===== src/rtl/seq_gen_101.sv =====
// seq_gen_101: serial "101" stimulus transmitter. Shifts accepted frames out MSB-first on x,
// and alongside produces the golden overlapping-Mealy "101" flag plus a per-frame match count.
module seq_gen_101 #(
    parameter int   WIDTH    = 16,
    parameter int   LEN_W    = 5,
    parameter int   CNT_W    = 8,
    parameter logic IDLE_BIT = 1'b0
) (
    input  logic             clk,
    input  logic             rst,
    input  logic             load_valid,
    output logic             load_ready,
    input  logic [WIDTH-1:0] load_data,
    input  logic [LEN_W-1:0] load_len,
    input  logic             abort,
    output logic             x,
    output logic             x_valid,
    output logic             frame_done,
    output logic             y_exp,
    output logic [CNT_W-1:0] match_cnt
);

    localparam int BC_W = $clog2(WIDTH + 1);

    typedef enum logic [1:0] {
        ST_IDLE  = 2'd0,
        ST_SHIFT = 2'd1,
        ST_DONE  = 2'd2
    } state_t;

    state_t           state_r;
    state_t           state_next_s;
    logic [WIDTH-1:0] shreg_r;
    logic [BC_W-1:0]  bit_cnt_r;
    logic [BC_W-1:0]  len_s;
    logic             x_r;
    logic             x_valid_r;
    logic             frame_done_r;
    logic             h0_r;
    logic             h1_r;
    logic [CNT_W-1:0] match_cnt_r;
    logic             accept_s;
    logic             emit_s;
    logic             finish_s;
    logic             y_exp_s;

    // A length field of zero, or one larger than the shift register, means a full-width frame.
    function automatic logic [BC_W-1:0] frame_len(input logic [LEN_W-1:0] len);
        logic [BC_W-1:0] l;
        if (len == {LEN_W{1'b0}} || int'(len) > WIDTH) begin
            l = BC_W'(WIDTH);
        end else begin
            l = BC_W'(len);
        end
        return l;
    endfunction

    assign len_s = frame_len(load_len);

    // State register.
    always_ff @(posedge clk or negedge rst) begin
        if (!rst) begin
            state_r <= ST_IDLE;
        end else begin
            state_r <= state_next_s;
        end
    end

    // Next-state and control strobes; abort only counts once a frame bit is actually on the line.
    always_comb begin
        state_next_s = state_r;
        accept_s     = 1'b0;
        emit_s       = 1'b0;
        finish_s     = 1'b0;
        case (state_r)
            ST_IDLE: begin
                if (load_valid) begin
                    accept_s     = 1'b1;
                    state_next_s = ST_SHIFT;
                end else begin
                    state_next_s = ST_IDLE;
                end
            end
            ST_SHIFT: begin
                if (bit_cnt_r == {BC_W{1'b0}} || (abort && x_valid_r)) begin
                    finish_s     = 1'b1;
                    state_next_s = ST_DONE;
                end else begin
                    emit_s       = 1'b1;
                    state_next_s = ST_SHIFT;
                end
            end
            ST_DONE: begin
                state_next_s = ST_IDLE;
            end
            default: begin
                state_next_s = ST_IDLE;
            end
        endcase
    end

    // Shift datapath and registered line outputs.
    always_ff @(posedge clk or negedge rst) begin
        if (!rst) begin
            shreg_r      <= {WIDTH{1'b0}};
            bit_cnt_r    <= {BC_W{1'b0}};
            x_r          <= IDLE_BIT;
            x_valid_r    <= 1'b0;
            frame_done_r <= 1'b0;
        end else begin
            frame_done_r <= finish_s;
            if (accept_s) begin
                shreg_r   <= load_data << (WIDTH - int'(len_s));
                bit_cnt_r <= len_s;
                x_r       <= IDLE_BIT;
                x_valid_r <= 1'b0;
            end else if (emit_s) begin
                shreg_r   <= {shreg_r[WIDTH-2:0], 1'b0};
                bit_cnt_r <= bit_cnt_r - BC_W'(1);
                x_r       <= shreg_r[WIDTH-1];
                x_valid_r <= 1'b1;
            end else begin
                x_r       <= IDLE_BIT;
                x_valid_r <= 1'b0;
            end
        end
    end

    // Line history runs every cycle so the golden flag sees idle bits exactly as a detector would.
    always_ff @(posedge clk or negedge rst) begin
        if (!rst) begin
            h0_r <= IDLE_BIT;
            h1_r <= IDLE_BIT;
        end else begin
            h0_r <= x_r;
            h1_r <= h0_r;
        end
    end

    assign y_exp_s = x_r & ~h0_r & h1_r;

    // Saturating match counter, cleared on frame acceptance and held after the frame ends.
    always_ff @(posedge clk or negedge rst) begin
        if (!rst) begin
            match_cnt_r <= {CNT_W{1'b0}};
        end else if (accept_s) begin
            match_cnt_r <= {CNT_W{1'b0}};
        end else if (x_valid_r && y_exp_s && (match_cnt_r != {CNT_W{1'b1}})) begin
            match_cnt_r <= match_cnt_r + CNT_W'(1);
        end
    end

    assign load_ready = (state_r == ST_IDLE);
    assign x          = x_r;
    assign x_valid    = x_valid_r;
    assign frame_done = frame_done_r;
    assign y_exp      = y_exp_s;
    assign match_cnt  = match_cnt_r;

endmodule


===== config.mk =====
export PLATFORM = sky130hd
export DESIGN_NAME = seq_gen_101
export DESIGN_NICKNAME = d
export VERILOG_FILES = /design/src/rtl/seq_gen_101.sv
export SDC_FILE = /design/constraint.sdc
export NUM_CORES = 1
export LEC_CHECK = 0
export ABC_AREA = 1
export CORE_MARGIN = 3
export CORE_UTILIZATION = 31
export DETAILED_ROUTE_END_ITERATION = 10
export DONT_BUFFER_PORTS = 1
export PLACE_DENSITY_LB_ADDON = 0.25
export SLEW_MARGIN = 10
export SYNTH_ARGS = -nofsm -noshare
export SYNTH_HDL_FRONTEND = slang
export SYNTH_SLANG_ARGS = --single-unit

===== constraint.sdc =====
create_clock -name clk -period 1.97 [get_ports clk]
set_input_delay 0 -clock clk [delete_from_list [all_inputs] [get_ports clk]]
set_output_delay 0 -clock clk [all_outputs]
set_load 0.005 [all_outputs]

==> flow_metrics.py, run 1 <==
metrics = {
    "critical_path": {
        "path_class": "reg -> reg",
        "crit_arrival_ns": 1.90,
        "crit_top_cell": "inv_1",
        "cp.required_ns": 2.15,
        "cp_cell_sequence": "inv_1 > ha_1 > nand3_1 > nand2_1 > inv_1 > nand2_2 > buf_4 > o21ai_0 > inv_1 > nor2_1 > a21oi_2",
        "startpoint_type": "flip-flop",
        "slowest_stage": "dfrtp_1",
        "setup.worst_path.end_class": "flip-flop",
        "slowest_delay_ns": 0.32,
        "critPathMaxFanout": 16,
    },
    "sta": {
        "hold_viol_final": 0,
        "max_freq_ghz": 0.581,
        "drv_slew": 0,
        "final.setup_skew_ns": 0.00795,
        "setup_viol_count_final": 0,
        "post-route-min-period_ns": 1.72,
        "slew_headroom": 0.812,
        "min_period_over_period": 0.874,
        "fin_setup_tns_ns": 0,
        "worst_pin_slew_ns": 0.278,
        "rsz0062_at_grt": "false",
    },
    "status": {
        "outcome": "finished, final reports clean",
    },
    "drt": {
        "wirelength_um": 6480,
        "drc_errors": 0,
        "num_vias": 2443,
        "viasPerCell": 5.13,
        "drt_iter0_markers": 171,
        "dr.pass1.iters": 5,
        "ant_nets": 0,
        "detail_route.wl_per_cell_um": 13.6,
    },
    "yosys": {
        "ys_seq_area_frac": 0.360,
        "syn_inst": 362,
        "syn_area_sq_um": 2500,
        "yosys_warnings": 0,
        "synth_top_cell_area_share": 0.360,
        "synthArstFlopShare": 1.00,
        "synth_edf_count": 0,
        "ys_top_cells_by_area": "dfrtp_1, nand3_1, nand2_1",
        "syn_nets": 391,
        "ys_ff_latch": 36,
        "ys_types": 35,
        "postSynthAreaPerCell_sq_um": 6.92,
        "synth_flop_cell": "dfrtp_1",
        "synth_top_area_cell": "dfrtp_1",
    },
    "finish": {
        "area.growth.synth_to_final_pct": 13.6,
        "antenna_cells": 0,
        "layout.nets": 402,
        "final_util": 0.366,
        "multi_input_area_sq_um": 1410,
        "drive_gt1_frac": 0.131,
        "n_fill_cell": 825,
        "ff_latch_area_sq_um": 901,
    },
    "global_routing": {
        "first_global_vias": 2451,
        "grt_usage": 0.151,
        "grt_start_max_net_pins": 37,
        "grt_first_pass_wirelength_um": 11100,
        "antenna_found_initial": 0,
        "grt_overflow": 0,
    },
    "die": {
        "initial_core_util": 0.322,
        "ios": 38,
        "die_y_um": 95.9,
        "die_width_um": 95.9,
        "rows": 32,
        "die_area_sq_um": 9190,
        "core_sq_um": 7770,
    },
    "job": {
        "max_cap_viol_count": 0,
    },
    "power_and_ir_drop": {
        "power.leakage_nw": 1.33,
        "p_per_area_nw_per_um2": 1180,
        "ir_drop_mv": 0.373,
    },
    "cts": {
        "cts_root_buf": "clkbuf_8",
        "clk_pin_slew_ns": 0.08,
        "insertion_delay_ns": 0.28,
        "cts_inserted_buffers": 5,
        "htree_levels": 2,
        "numClockSinks": 36,
        "cts_tree": "yes",
        "cts.path.max_buffers": 2,
        "cts_setup_buffers": 0,
    },
    "placed_design": {
        "portBuffers": 0,
        "dpl.hpwl_um": 4790,
        "gp_congestion": 0.873,
    },
    "min_path": {
        "min_path_type": "in -> reg",
    },
}
-- per-stage QoR --
step,instances,instance area (sq um),total power [mW],setup WS (ns),hold WS (ns)
after floorplan,362,2550,2.37,0.00144,-0.296
after global placement,464,2690,2.77,0.0771,-0.295
after detailed placement,464,2690,2.78,0.0516,-0.295
after CTS,476,2840,3.37,0.155,0.0289
after global routing,476,2840,3.69,0.0126,0.0557
final,476,2840,3.35,0.248,0.0326
-- kinds of logic after synthesis --
kind of cell | count (synthesis) | share of synthesized area
buf+inv | 53 | 0.0945
fa+ha+maj | 4 | 0.0200
flops | 36 | 0.360
simple gates | 205 | 0.376
compound gates | 62 | 0.139
xor+xnor | 2 | 0.0100
-- where the power goes --
| part | internal (mW) | switching, mW | leakage [nW] |
|---|---|---|---|
| clock | 0.284 | 0.265 | 0.0445 |
| sequential | 1.04 | 0.152 | 0.455 |
| combinational | 0.614 | 0.992 | 0.832 |
| total | 1.94 | 1.41 | 1.33 |
-- cell type report --
cell class / instances / area share
Multi-Input combinational cell: 273 / 0.496
Sequential cell: 36 / 0.317
Timing Repair Buffer: 20 / 0.0598
Inverter: 37 / 0.0497
Tap cell: 102 / 0.0449
Clock buffer: 7 / 0.0304
Clock inverter: 1 / 0.00264
-- sequential cells by signal, summed over array words and instances (netlist names) --
name and cells:
bit_cnt_r 5, frame_done 1, h0_r 1, h1_r 1, match_cnt 8, shreg_r 16
state_r 2, x 1, x_valid 1
-- layout by cell type (no fill, tap or decap), types with 3 or more instances in the layout --
| master | n |
|---|---|
| nand4_1 | 3 |
| nand3_1 | 74 |
| clkbuf_8 | 6 |
| nand2_2 | 4 |
| nand2_1 | 75 |
| nor2_1 | 33 |
| o21ai_0 | 28 |
| a211oi_1 | 3 |
| dlygate4sd3_1 | 3 |
| nor2_2 | 4 |
| dfrtp_1 | 36 |
| buf_4 | 16 |
| a21oi_1 | 20 |
| inv_1 | 33 |
| nor3_1 | 4 |
-- Yosys cell counts, types with 3 or more instances --
cell and n:
ha_1 4, a21oi_1 20, nor2_1 33, nand2_2 4
nand4_1 3, nor2_2 4, dfrtp_1 36, a211oi_1 3
nor3_1 4, buf_4 3, o21ai_0 28, nand3_1 74
buf_2 7, clkbuf_1 5, nand2_1 76, inv_1 33
-- timing repair --
action	4_1_cts	5_1_grt
hold buffers	4	0
resized for setup	0	2
hold endpoints to repair	39	0
setup endpoints to repair	0	1
-- final timing paths --
path,start,endpoint,slack [ns],depth (start not counted)
max,bit_cnt_r[0],shreg_r[15],0.25,11
min in group asynchronous,rst,match_cnt[6],0.16,2
min,load_data[1],shreg_r[1],0.03,4
min reg2reg,h0_r,h1_r,0.40,0
max in group asynchronous,rst,shreg_r[9],1.62,2
max reg2reg,bit_cnt_r[0],shreg_r[15],0.25,11
-- routing by layer --
layer  vias to the layer above  share of wire  global-route usage
met1                      1148           0.45               0.192
met2                        56           0.49               0.265
met4                         0         0.0096              0.0308
li1                       1233              -                   -
met3                         6          0.054              0.0313
met5                         -              0                   0
-- critical path, delay by kind of cell, from the launching register on --
kind / cells / cell delay [ns]
buffers and inverters: 4 / 0.42
flip-flops: 1 / 0.32
adder cells (fa/ha/maj): 1 / 0.23
AO/OA/AOI/OAI: 2 / 0.21
AND/OR/NAND/NOR: 4 / 0.42
Power figures use the tool's default switching activity.
==> inputs of run 2 (changes only) <==
- ABC_AREA: 1 -> default
==> flow_metrics.py, run 2 <==
metrics = {
    "yosys": {
        "synth_flop_cell": "dfrtp_1",
        "synth_compound_area_frac": 0.172,
        "postSynthAreaPerCell_sq_um": 9.80,
        "ys_seq_area_frac": 0.350,
        "synth_xor_area_frac": 0.0481,
        "ys_types": 56,
        "ys_ff_latch": 36,
        "synth_top_cell_area_share": 0.350,
        "ys_top_cells_by_area": "dfrtp_1, mux2i_1, mux4_2",
        "yosys_warnings": 0,
        "syn_nets": 292,
        "synth_edf_count": 0,
        "syn_inst": 263,
        "synth_common_cells": "dfrtp_1, mux2i_1, nand2_1, nor2_1, o21ai_0",
        "synthMuxAreaShare": 0.193,
        "yosys.area_share.simple": 0.170,
        "synth_top_area_cell": "dfrtp_1",
        "synth_fa_ha_area_frac": 0.0194,
        "syn_area_sq_um": 2580,
        "yosysMostFrequentCell": "dfrtp_1",
        "synth_top_family_by_area": "multiplexers",
        "synthArstFlopShare": 1.00,
    },
    "finish": {
        "final_common_cell": "buf_4",
        "fin_cells": 417,
        "regMostFlops": "shreg_r",
        "final_cell_mix": "buf_4, dfrtp_1, nand2_1",
        "multi_input_area_sq_um": 1780,
        "antenna_cells": 0,
        "n_fill_cell": 758,
        "layout.nets": 343,
        "largest_reg_flops": 16,
        "drive_gt1_frac": 0.378,
        "stdcell_area_sq_um": 3460,
        "ff_latch_area_sq_um": 901,
        "final_util": 0.439,
        "area.growth.synth_to_final_pct": 34.3,
    },
    "power_and_ir_drop": {
        "p_per_area_nw_per_um2": 1100,
        "ir_drop_mv": 0.413,
        "power_mw": 3.80,
        "power.leakage_nw": 1.42,
    },
    "placed_design": {
        "dpl.cell_count": 402,
        "placed_area_sq_um": 3050,
        "gp_congestion": 0.811,
        "place_ws_ns": -0.570,
        "dpl.hpwl_um": 5020,
        "portBuffers": 0,
    },
    "sta": {
        "drv_slew": 0,
        "slew_headroom": 0.628,
        "setup_viol_count_final": 13,
        "hold_viol_final": 0,
        "fin_setup_tns_ns": -0.919,
        "max_freq_ghz": 0.476,
        "timing.final.ws_setup_ns": -0.129,
        "post-route-min-period_ns": 2.10,
        "worst_pin_slew_ns": 0.558,
        "rsz0062_at_grt": "true",
        "final.setup_skew_ns": 0.00720,
        "fin_hold_ws_ns": 0.0909,
        "min_period_over_period": 1.07,
    },
    "drt": {
        "viasPerCell": 5.39,
        "num_vias": 2247,
        "drc_errors": 0,
        "drt_iter0_markers": 78,
        "ant_nets": 0,
        "detail_route.wl_per_cell_um": 16.2,
        "wirelength_um": 6740,
        "dr.pass1.iters": 4,
    },
    "cts": {
        "numClockSinks": 36,
        "insertion_delay_ns": 0.29,
        "cts_inserted_buffers": 5,
        "cts_tree": "yes",
        "cts.path.max_buffers": 2,
        "htree_levels": 2,
        "cts_root_buf": "clkbuf_8",
        "clk_pin_slew_ns": 0.07,
    },
    "global_routing": {
        "global_route.usage.met2": 0.227,
        "grt_start_max_net_pins": 37,
        "first_global_vias": 2227,
        "grt.busiest_layer": "met2",
        "gr-usage-met3": 0.0395,
        "grt_util_met1": 0.196,
        "grt_overflow": 0,
        "grt_usage": 0.144,
        "grt_first_pass_wirelength_um": 11200,
        "antenna_found_initial": 0,
    },
    "critical_path": {
        "crit_arrival_ns": 2.27,
        "path_class": "in -> reg",
        "setup.worst_path.end_class": "flip-flop",
        "critPathMaxFanout": 7,
        "startpoint_type": "primary input",
        "cp.required_ns": 2.14,
    },
    "min_path": {
        "min_path_type": "in -> reg",
    },
    "die": {
        "initial_core_util": 0.327,
        "die_y_um": 97.2,
        "core_sq_um": 7890,
        "rows": 32,
        "die_width_um": 97.2,
        "ios": 38,
        "die_area_sq_um": 9440,
    },
    "status": {
        "outcome": "finished, violations left",
        "failed_checks": "setup timing",
    },
    "job": {
        "max_cap_viol_count": 0,
    },
}
run 2: cell types whose count changed after synthesis, moves of 7 or more:
cell / before / now
inv_1: 33 / 6
o21ai_0: 28 / 17
o221ai_1: 0 / 7
a21oi_1: 20 / 10
nand3_1: 74 / 3
mux4_2: 0 / 8
mux2i_1: 0 / 26
nand2_1: 76 / 25
nor2_1: 33 / 20
run 2: layout make-up:
cell class,count,share of cell area
Clock buffer,6,0.0210
Clock inverter,2,0.0101
Inverter,7,0.0112
Multi-Input combinational cell,205,0.513
Sequential cell,36,0.260
Tap cell,102,0.0369
Timing Repair Buffer,59,0.147
run 2: what timing repair did:
action,in CTS,in global routing
gates resized for setup,20,30
hold endpoints to repair,36,0
gates cloned,0,0
pin swaps,4,4
buffers inserted,2,3
hold buffers,2,0
setup endpoints to repair,16,19
run 2: cell families after synthesis:
group                    after synthesis
AO/OA/AOI/OAI                         66
XOR/XNOR                              12
adder cells (fa/ha/maj)                4
buffers and inverters                 22
flip-flops                            36
multiplexers                          39
AND/OR/NAND/NOR                       84
run 2: critical path: stages:
cell      delay, ns
nor3_4         0.17
nand2b_1       0.11
ha_4           0.23
and2b_4        0.30
clkinv_8       0.06
ha_4           0.18
xor2_4         0.20
buf_12         0.15
mux2i_2        0.26
o22ai_2        0.13
o31ai_2        0.27
buf_4          0.16
a21oi_2        0.04
run 2: per-layer routing:
metal | wire [um] | vias to the layer above
li1 | - | 1085
met1 | 3180 | 1101
met2 | 3120 | 57
met3 | 394 | 4
met4 | 38 | 0
met5 | 0 | -
run 2: worst paths after layout:
check,from,endpoint,slack (ns),cells after the start
min reg2reg,h0_r,h1_r,0.40,0
min in group asynchronous,rst,state_r[1],0.17,2
max in group asynchronous,rst,match_cnt[5],1.60,2
min,load_len[4],bit_cnt_r[4],0.09,3
max reg2reg,bit_cnt_r[0],shreg_r[13],0.09,9
max,load_len[2],shreg_r[7],-0.13,13
run 2: where the power goes:
part	switching, mW	total [mW]	internal [mW]
clock	0.266	0.641	0.376
sequential	0.177	1.17	0.989
combinational	0.947	1.99	1.04
==> inputs of run 3 (changes only) <==
- CORE_UTILIZATION: 31 -> 25
- CTS_BUF_LIST: default -> sky130_fd_sc_hd__clkbuf_2 sky130_fd_sc_hd__clkbuf_4 sky130_fd_sc_hd__clkbuf_8
==> flow_metrics.py, run 3 (synthesis gave the netlist of run 2 again) <==
metrics = {
    "min_path": {
        "hold_depth": 3,
        "hold_start": "abort",
        "min_path_type": "in -> reg",
        "min_to": "state_r[1]",
    },
    "power_and_ir_drop": {
        "pwr-share-comb": 0.549,
        "p_clk_frac": 0.149,
        "power.leakage_nw": 1.48,
        "p_sw_mw": 1.44,
        "p_int_mw": 2.35,
        "pwr-share-seq": 0.302,
        "p_per_area_nw_per_um2": 1040,
        "ir_drop_mv": 0.442,
        "switching_share": 0.380,
    },
    "critical_path": {
        "cp_cell_sequence": "nor3_4 > nand2b_1 > ha_4 > and2b_4 > clkinv_8 > ha_4 > xor2_4 > buf_12 > buf_6 > mux2i_2 > mux4_2 > o221ai_2",
        "reg2reg_from": "bit_cnt_r[1]",
        "path_class": "in -> reg",
        "slowest_delay_ns": 0.48,
        "startpoint_type": "primary input",
        "reg2reg_to": "shreg_r[15]",
        "crit_top_cell": "ha_4",
        "ff2ff_path_depth": 10,
        "crit_arrival_ns": 2.28,
        "critPathMaxFanout": 6,
        "setup.worst_path.end_class": "flip-flop",
        "r2r_slack_ns": 0.02,
        "cp.required_ns": 2.18,
        "slowest_stage": "mux4_2",
    },
    "global_routing": {
        "antenna_found_initial": 0,
        "grt_start_max_net_pins": 37,
        "first_global_vias": 2322,
        "grt_usage": 0.127,
        "grt_overflow": 0,
        "grt_first_pass_wirelength_um": 11800,
    },
    "die": {
        "core_sq_um": 9910,
        "rows": 36,
        "die_width_um": 108,
        "initial_core_util": 0.260,
        "die_area_sq_um": 11600,
        "ios": 38,
        "die_y_um": 108,
    },
    "sta": {
        "drv_slew": 0,
        "timing.final.ws_setup_ns": -0.0968,
        "min_period_over_period": 1.05,
        "slew_headroom": 0.635,
        "max_freq_ghz": 0.484,
        "rsz0062_at_grt": "true",
        "hold_viol_final": 0,
        "final.setup_skew_ns": 0.00793,
        "post-route-min-period_ns": 2.07,
        "setup_viol_count_final": 12,
        "fin_setup_tns_ns": -0.676,
        "worst_pin_slew_ns": 0.546,
    },
    "cts": {
        "clk_pin_slew_ns": 0.08,
        "htree_levels": 2,
        "cts_root_buf": "clkbuf_8",
        "cts_tree": "yes",
        "cts_inserted_buffers": 5,
        "numClockSinks": 36,
        "cts.path.max_buffers": 2,
        "insertion_delay_ns": 0.29,
    },
    "drt": {
        "detail_route.wl_per_cell_um": 16.5,
        "viasPerCell": 5.01,
        "drc_errors": 0,
        "ant_nets": 0,
        "dr.pass1.iters": 4,
        "drt_iter0_markers": 119,
        "wirelength_um": 7510,
        "num_vias": 2276,
    },
    "finish": {
        "layout.nets": 349,
        "drive_gt1_frac": 0.417,
        "antenna_cells": 0,
        "largest_reg_flops": 16,
        "fin_cells": 454,
        "final_common_cell": "buf_4",
        "final_cell_mix": "buf_4, dfrtp_1, nand2_1",
        "regMostFlops": "shreg_r",
        "area.growth.synth_to_final_pct": 40.7,
    },
    "placed_design": {
        "portBuffers": 0,
        "dpl.hpwl_um": 5340,
        "gp_congestion": 0.789,
        "place_ws_ns": -0.581,
        "dpl.cell_count": 431,
    },
    "status": {
        "failed_checks": "setup timing",
        "outcome": "finished, violations left",
    },
    "job": {
        "max_cap_viol_count": 0,
    },
}
run 3: cell types whose count changed in the layout (fill, tap and decap cells not counted), sizes merged:
cell,delta
clkinv,-1
clkinvlp,+1
bufinv,-1
buf,+5
clkbuf,+2
run 3: metal layers:
layer,share of wire,GRT usage
met1,0.46,0.170
met2,0.49,0.209
met3,0.050,0.0318
met4,0.0063,0.0216
met5,0,0
run 3: how the worst max path moves through the flow:
| stage | from | endpoint | slack [ns] | depth (start not counted) |
|---|---|---|---|---|
| 3_3_place_gp | load_len[2] | shreg_r[15] | -0.55 | 13 |
| 4_1_cts | load_len[0] | shreg_r[11] | -0.13 | 14 |
| 3_5_place_dp | load_len[2] | shreg_r[15] | -0.58 | 12 |
| 2_1_floorplan | load_len[2] | shreg_r[15] | -0.45 | 15 |
| 6_report | load_len[0] | shreg_r[12] | -0.1 | 12 |
| 5_1_grt | load_len[0] | shreg_r[14] | -0.18 | 12 |
run 3: final cells by class:
cell class	count	area [sq um]
sequential	36	901
clock buffer	7	90.1
multi-input combinational	205	1830
tap	133	166
timing repair buffer	65	593
fill	991	6280
inverter	7	38.8
clock inverter	1	7.51
run 3: worst max-delay path, delay by kind of cell:
kind	cells	cell delay, ns
AOI/OAI and AO/OA	1	0.17
buffers and inverters	3	0.33
muxes	2	0.62
adders and majority gates	2	0.40
xor gates and xnor gates	1	0.17
and+or+nand+nor	3	0.57
run 3: timing repair:
action | 4_1_cts | 5_1_grt
hold buffers | 2 | 0
setup endpoints to repair | 18 | 23
setup buffers | 9 | 5
endpoints found under the hold margin | 36 | 0
gates cloned | 1 | 2
pin swaps | 12 | 13
resized for setup | 40 | 29
run 3: power by group through the flow:
stage               Sequential [mW]  Clock [mW]  Combinational (mW)
finish                         1.14       0.566                2.08
global route                   1.17       0.623                2.28
CTS                            1.13       0.588                1.93
detailed placement             1.14           0                1.67
global placement               1.14           0                1.65
floorplan                      1.11           0                1.10
run 3: per-stage QoR:
step | cell area, sq um | hold WS, ns | power, mW | utilization
finish | 3630 | 0.0432 | 3.79 | 0.366
global route | 3630 | 0.0451 | 4.08 | 0.366
CTS | 3470 | 0.0252 | 3.65 | 0.350
detailed placement | 3090 | -0.294 | 2.81 | 0.312
global placement | 3090 | -0.294 | 2.78 | 0.312
floorplan | 2640 | -0.296 | 2.21 | -
